==> src/rtl/mem_resp_pkg.sv <==
// mem_resp_pkg
//   Shared types for the data-memory responder:
//   - state_t   : responder FSM states
//   - mem_req_t : request register captured at acceptance
//   - DEF_ADDR_W / DEF_DATA_W : default widths. The request struct is sized
//     from these, so the top-level width parameters must match them.
package mem_resp_pkg;

  localparam int DEF_ADDR_W = 8;
  localparam int DEF_DATA_W = 16;

  typedef enum logic [1:0] {
    IDLE,
    WAIT,
    ACCESS,
    RESP
  } state_t;

  typedef struct packed {
    logic                  write;
    logic [DEF_ADDR_W-1:0] addr;
    logic [DEF_DATA_W-1:0] wdata;
  } mem_req_t;

endpackage

==> src/rtl/mem_array.sv <==
// mem_array
//   Single-port synchronous RAM with registered read data. The read register
//   only updates on a read strobe, so it holds the last loaded word.
// Ports:
//   clk    in  rising-edge clock
//   we     in  write enable (writes wdata to mem[addr])
//   re     in  read enable (rdata <= mem[addr] at the edge)
//   addr   in  word index
//   wdata  in  write data
//   rdata  out registered read data
module mem_array #(
  parameter int DEPTH     = 256,
  parameter int DATA_W    = 16,
  parameter     INIT_FILE = "data.txt",
  localparam int AW       = (DEPTH > 1) ? $clog2(DEPTH) : 1
) (
  input  logic              clk,
  input  logic              we,
  input  logic              re,
  input  logic [AW-1:0]     addr,
  input  logic [DATA_W-1:0] wdata,
  output logic [DATA_W-1:0] rdata
);

  logic [DATA_W-1:0] mem [DEPTH];
  logic [DATA_W-1:0] rdata_q;

  always_ff @(posedge clk) begin
    if (we) begin
      mem[addr] <= wdata;
    end
    if (re) begin
      rdata_q <= mem[addr];
    end
  end

  assign rdata = rdata_q;

endmodule

==> src/rtl/mem_responder.sv <==
// mem_responder
//   Data-memory responder for the CPU load/store port. Accepts one request
//   at a time, inserts WAIT_CYCLES wait states, performs the RAM access in a
//   single cycle, then presents the response until the CPU takes it.
// Ports:
//   clk, rst_n            clock, synchronous active-low reset
//   req_valid/req_ready   request handshake (ready only in IDLE)
//   req_write             1 = store, 0 = load
//   req_addr, req_wdata   word address and store data
//   rsp_valid/rsp_ready   response handshake
//   rsp_rdata             load data, or echoed store data
//   rsp_err               request address was >= DEPTH
module mem_responder
  import mem_resp_pkg::*;
#(
  parameter int ADDR_W      = DEF_ADDR_W,
  parameter int DATA_W      = DEF_DATA_W,
  parameter int DEPTH       = 256,
  parameter int WAIT_CYCLES = 2,
  parameter     INIT_FILE   = "data.txt"
) (
  input  logic              clk,
  input  logic              rst_n,
  input  logic              req_valid,
  output logic              req_ready,
  input  logic              req_write,
  input  logic [ADDR_W-1:0] req_addr,
  input  logic [DATA_W-1:0] req_wdata,
  output logic              rsp_valid,
  input  logic              rsp_ready,
  output logic [DATA_W-1:0] rsp_rdata,
  output logic              rsp_err
);

  localparam int IDX_W     = (DEPTH > 1) ? $clog2(DEPTH) : 1;
  localparam int CNT_W     = (WAIT_CYCLES > 1) ? $clog2(WAIT_CYCLES) : 1;
  localparam int WAIT_LOAD = (WAIT_CYCLES > 0) ? WAIT_CYCLES - 1 : 0;
  localparam logic [ADDR_W:0] DEPTH_L = (ADDR_W + 1)'(DEPTH);

  if (ADDR_W != DEF_ADDR_W || DATA_W != DEF_DATA_W) begin : g_width_chk
    $error("mem_responder: ADDR_W/DATA_W must match mem_resp_pkg defaults");
  end
  if (DEPTH > (1 << ADDR_W)) begin : g_depth_chk
    $error("mem_responder: DEPTH exceeds address space");
  end

  state_t            state_q, state_d;
  logic [CNT_W-1:0]  cnt_q, cnt_d;
  mem_req_t          req_q, req_d;
  logic [DATA_W-1:0] rsp_rdata_q, rsp_rdata_d;
  logic              rsp_err_q, rsp_err_d;
  logic              rsp_from_ram_q, rsp_from_ram_d;
  logic              in_range;
  logic              ram_we, ram_re;
  logic [DATA_W-1:0] ram_rdata;

  assign in_range = ({1'b0, req_q.addr} < DEPTH_L);

  always_comb begin
    state_d        = state_q;
    cnt_d          = cnt_q;
    req_d          = req_q;
    rsp_rdata_d    = rsp_rdata_q;
    rsp_err_d      = rsp_err_q;
    rsp_from_ram_d = rsp_from_ram_q;
    ram_we         = 1'b0;
    ram_re         = 1'b0;
    req_ready      = 1'b0;
    rsp_valid      = 1'b0;

    case (state_q)
      IDLE: begin
        req_ready = 1'b1;
        if (req_valid) begin
          req_d.write = req_write;
          req_d.addr  = req_addr;
          req_d.wdata = req_wdata;
          if (WAIT_CYCLES > 0) begin
            state_d = WAIT;
            cnt_d   = CNT_W'(WAIT_LOAD);
          end else begin
            state_d = ACCESS;
          end
        end
      end
      WAIT: begin
        if (cnt_q == '0) begin
          state_d = ACCESS;
        end else begin
          cnt_d = cnt_q - 1'b1;
        end
      end
      ACCESS: begin
        state_d   = RESP;
        rsp_err_d = ~in_range;
        if (req_q.write) begin
          // A store that meets reset on this edge must not land in memory.
          ram_we         = in_range & rst_n;
          rsp_rdata_d    = req_q.wdata;
          rsp_from_ram_d = 1'b0;
        end else begin
          // In-range loads are served straight from the RAM read register;
          // out-of-range loads return the zeroed local register.
          ram_re         = in_range;
          rsp_rdata_d    = '0;
          rsp_from_ram_d = in_range;
        end
      end
      RESP: begin
        rsp_valid = 1'b1;
        if (rsp_ready) begin
          state_d   = IDLE;
          rsp_err_d = 1'b0;
        end
      end
      default: state_d = IDLE;
    endcase
  end

  always_ff @(posedge clk) begin
    if (!rst_n) begin
      state_q        <= IDLE;
      cnt_q          <= '0;
      rsp_rdata_q    <= '0;
      rsp_err_q      <= 1'b0;
      rsp_from_ram_q <= 1'b0;
    end else begin
      state_q        <= state_d;
      cnt_q          <= cnt_d;
      rsp_rdata_q    <= rsp_rdata_d;
      rsp_err_q      <= rsp_err_d;
      rsp_from_ram_q <= rsp_from_ram_d;
    end
  end

  always_ff @(posedge clk) begin
    req_q <= req_d;
  end

  mem_array #(
    .DEPTH    (DEPTH),
    .DATA_W   (DATA_W),
    .INIT_FILE(INIT_FILE)
  ) u_mem_array (
    .clk  (clk),
    .we   (ram_we),
    .re   (ram_re),
    .addr (req_q.addr[IDX_W-1:0]),
    .wdata(req_q.wdata),
    .rdata(ram_rdata)
  );

  assign rsp_rdata = rsp_from_ram_q ? ram_rdata : rsp_rdata_q;
  assign rsp_err   = rsp_err_q;

endmodule

==> config.mk <==
export PLATFORM = sky130hd
export DESIGN_NAME = mem_responder
export DESIGN_NICKNAME = d
export VERILOG_FILES = /design/src/rtl/mem_resp_pkg.sv /design/src/rtl/mem_array.sv /design/src/rtl/mem_responder.sv
export SDC_FILE = /design/constraint.sdc
export NUM_CORES = 2
export LEC_CHECK = 0
export BUFFER_PORTS_ARGS = -buffer_cell sky130_fd_sc_hd__clkbuf_2
export CORE_UTILIZATION = 40
export DETAILED_ROUTE_END_ITERATION = 10
export GPL_TIMING_DRIVEN = 0
export PLACE_DENSITY = 0.55
export SYNTH_ARGS = -nofsm -noshare
export SYNTH_HDL_FRONTEND = slang
export SYNTH_SLANG_ARGS = --single-unit
==> constraint.sdc <==
create_clock -name clk -period 8 [get_ports clk]
set_clock_uncertainty 0.1 [all_clocks]
set_input_delay 0.4 -clock clk [delete_from_list [all_inputs] [get_ports clk]]
set_output_delay 0.4 -clock clk [all_outputs]
set_load 0.02 [all_outputs]
Word level (Yosys, flattened, before mapping)
Memories as Yosys holds them, arrays and structs flattened. A register that Yosys moved wholly into a read port is not among the register bits.
Index checks and enable logic that the tools add are counted.
W data, S select, Z words.
- register bits: 46
- memory bits (writable): 4096
- input port bits: 29
- output and inout bits: 19
- logic and storage cells: 42
- memories kept: 1
- $add $sub $neg: 1
- equal/unequal tests: 6
- muxes and demuxes: 19
- reductions and logical operators: 7
- memory list (memory ; depth ; bits a word ; rd ports ; clocked after memory_dff ; write ports ; line ; source):
    u_mem_array.mem ; 256 ; 16 ; 1 ; 1 ; 1 ; mem_array.sv:25 ; logic [DATA_W-1:0] mem [DEPTH];
- operators with widths (kind ; number):
    $mux W16 ; 2
    $mux W1 ; 11
    $pmux W2 S4 ; 1
    $mux W2 ; 3
    $ne A2 B2 Y1 const B ; 3
    $reduce_and A2 Y1 ; 3
    $eq A2 B2 Y1 const B ; 2
    $pmux W1 S2 ; 2
    $reduce_bool A2 Y1 ; 2
    $reduce_and A3 Y1 ; 1
    $eq A2 B1 Y1 const B ; 1
    $logic_not A2 Y1 ; 1
    $sub A1 B1 Y1 const B ; 1

Longest topological paths before layout
- depth after elaboration: 4
- gate-level depth with buffers: 9
- gate-level depth less buffers: 7

Modules after synthesis
A second synthesis with hierarchy kept.
- cells, all modules: 6837
- area, all modules: 157267.1 sq um
- by module, submodules not included (module ; times used ; cells each ; area an instance (sq um) ; seq. area each (sq um)):
    mem_array ; 1 ; 6727 ; 155559.2 ; 123478.4
    mem_responder ; 1 ; 110 ; 1707.9 ; 1151.1

Worst setup path before layout
No wires, ideal clock.
- path type: reg-to-reg
- start: register req_q[0] (netlist name)
- end: memory u_mem_array.mem[0][0], data pin
- setup time: 821 ps
- arrival time: 3243 ps
- required time: 7079 ps
- path slack: 3836 ps
- stages on the path, launching flop included: 1
- path buffers: 0
- clock period less this slack: 4164 ps
- cell sequence: edfxtp_1
- RTL lines (item ; line ; source):
    from (decl) ; mem_responder.sv:49 ; mem_req_t req_q, req_d;
    from (signal assigned) ; mem_responder.sv:137 ; req_q <= req_d;
    to (decl) ; mem_array.sv:25 ;
Straight into the memory's write port.

Worst setup path in the final report
- start: register req_q[18] (netlist name)
- end: memory u_mem_array.mem[77][4] (enable)
Straight into the memory's write port.

==> out/results.txt <==
outcome: finished, violations left
failing checks: max-capacitance violations, max-slew violations
adder-cell share of the synthesized area: 0.0319%
Post-Syn Area: 157000 µm²
Worst Tran Pin Value: 1.69 ns
compound-gate portion of the synthesized area: 3.73%
post-synthesis sequential area ratio: 79.4%
DRT Pass-1 Iters: 6
first-pass GRT wire length: 638 mm
total CTS buffers: 424
total number of vias: 78800
drt total wl: 468 mm
worst reg2reg startpoint: req_q[18]
final setup fails: 0
Final Power: 55100 µW
CP startpoint: req_q[18]
residual DRC count: 0
Final Hold Violating Endpoints: 0
RD Place Congestion: 0.931
share of layout cells above drive strength 1: 31.4%
setup TNS: 0 ns
largest net degree at the start of global routing: 33
Leak: 0.0578 µW
Chip Width: 628 µm
maximum vdd drop: 0.188 mV
multiplexer share of the synthesized area: 14.8%
post-synthesis register bit count: 4157
H-tree depth: 5
Post-Synth XOR/XNOR Area: 0%
CP Launch Type: flip-flop
antenna violations before repair: 27
global route overflow: 0
Area Overhead vs Synth: 19.5%
layout net count: 7807
Worst EP required: 8.46 ns
Net Count, Synth: 6847
MaxCap Viol Count: 8
post-layout util: 48.1%
Die Ht: 628 µm
Syn Inst Count: 6814
Slew headroom: -14.3%
Die ar.: 395000 µm²
Final Max Tran Viols: 13
post-synthesis area per instance: 23.0 µm²
pwr/cell area: 294 nW/µm²
# rows: 229
clock sink count: 4157
Synth Area in Simple Gates: 0.872%
CP arrival: 6.71 ns
post-synthesis cell type count: 30
wire length per cell: 35.1 µm
crit path kind: flip-flop to flip-flop
final worst setup slack: 1.75 ns
R2R Setup Slk: 1.75 ns
vias per cell: 5.91
Synth warnings: 0
largest family of logic cells by synthesized area: multiplexers
GRT Util Overall: 23.3%
Clock Pin Slew Worst Setup and Hold Paths: 0.06 ns
period utilization: 78.1%
CP max FO: 16
Final ANT Viol Nets: 0
HPWL after DPL: 331 mm
RSZ-0062 raised after global routing: no
dpl ws: 1.85 ns
CTS resizes: 0
CTS tree: built
Longest Clk Path Bufs: 4
PortBufs: 46
min-delay src: req_addr[3]
maximum clock frequency: 160 MHz
Initial Util: 40.3%
vias in the first global route: 78300
Clock Tree Root: clkbuf_16
core area: 390000 µm²
most frequent cells in the layout: edfxtp_1, mux4_2, a22oi_1
CP endpoint kind: flip-flop
1st-iter DRT viols: 10100
Tmin final: 6.25 ns
IO Count: 48
Hold/Removal Path Class: primary input to flip-flop
Clock Latency Late Sink: 1.00 ns
commonest non-fill, non-tap cell in the layout: edfxtp_1
## worst paths after layout
path | endpoint | cells past startpoint
setup reg to reg | u_mem_array.mem[77][4] | 9
hold / removal | req_q[19] | 2
hold reg to reg | rsp_rdata_q[4] | 1
setup / recovery | u_mem_array.mem[77][4] | 9
## cells by family after synthesis
family,count (synthesis)
AO/OA/AOI/OAI,852
adder cells (fa/ha/maj),4
buffers and inverters,423
flip-flops,4157
multiplexers,1041
other,1
AND/OR/NAND/NOR,336
## sequential cells by signal, indices dropped and copies added, names as in the netlist
signal,count
u_mem_array.mem,4096
rsp_from_ram_q,1
u_mem_array.rdata,16
rsp_rdata_q,16
cnt_q,1
req_q,25
state_q,2
## power breakdown
group	total, µW	internal, µW	switching, µW
sequential	25300	25200	125
combinational	10300	3750	6570
clock	19500	11100	8380
## critical path: stages, from the launching register on
cell and delay [ns]:
edfxtp_1 0.45, and2_1 0.17, clkbuf_1 1.03, clkbuf_2 0.81, clkbuf_1 0.63, nand2_2 0.58, buf_16 0.34, clkbuf_2 0.53
buf_16 0.37, nor2_2 0.74
## metrics by stage
stage | std cells | instance area [µm²] | hold slack, ns
after floorplan | 6814 | 157000 | 0.339
after global placement | 12100 | 164000 | 0.355
after CTS | 13300 | 188000 | 0.00241
after global routing | 13300 | 188000 | 0.0404
after detailed placement | 12500 | 173000 | 0.357
final | 13300 | 188000 | 0.0605
## metal layers
layer	wire (µm)	global-route usage, %	vias up
met5	47	0	-
met4	20500	9.01	8
met3	45200	5.90	716
met2	214000	35.6	3852
met1	188000	32.3	42800
li1	-	-	31400
## cell usage after synthesis
cell,instances,area [µm²]
dfxtp_1,20,400
nand3_1,5,25.0
or2_2,1,6.26
mux2_2,16,180
and3_1,2,12.5
and2_1,3,18.8
a21oi_1,257,1290
a22o_1,16,140
and3b_1,1,8.76
a211oi_1,1,7.51
buf_2,97,485
nor3_1,1,5.00
buf_4,12,90.1
nor2_1,260,976
nand4_1,16,100
nand2_1,32,120
nor2b_1,10,62.6
inv_1,4,15.0
nand2b_1,4,25.0
clkbuf_1,262,983
ha_1,4,50.1
nor3b_1,1,7.51
mux4_2,1024,23100
edfxtp_1,4137,124000
buf_1,48,180
o21ai_0,1,5.00
mux2i_1,1,10.0
conb_1,1,3.75
o41ai_1,64,561
a22oi_1,513,3850
## cell type report
| cell class | count | area [µm²] |
|---|---|---|
| inverter | 4 | 15.0 |
| multi-input combinational | 2234 | 31300 |
| timing repair buffer | 534 | 9780 |
| clock inverter | 248 | 2360 |
| clock buffer | 524 | 11200 |
| sequential | 4157 | 125000 |
| antenna | 12 | 30.0 |
| fill | 31300 | 202000 |
| buffer | 419 | 1790 |
| tap | 5197 | 6500 |
## timing repair
action	4_1_cts	5_1_grt
endpoints found under the hold margin	29	0
hold buffers	50	0
buffers inserted	0	0
Power figures use the tool's default switching activity.
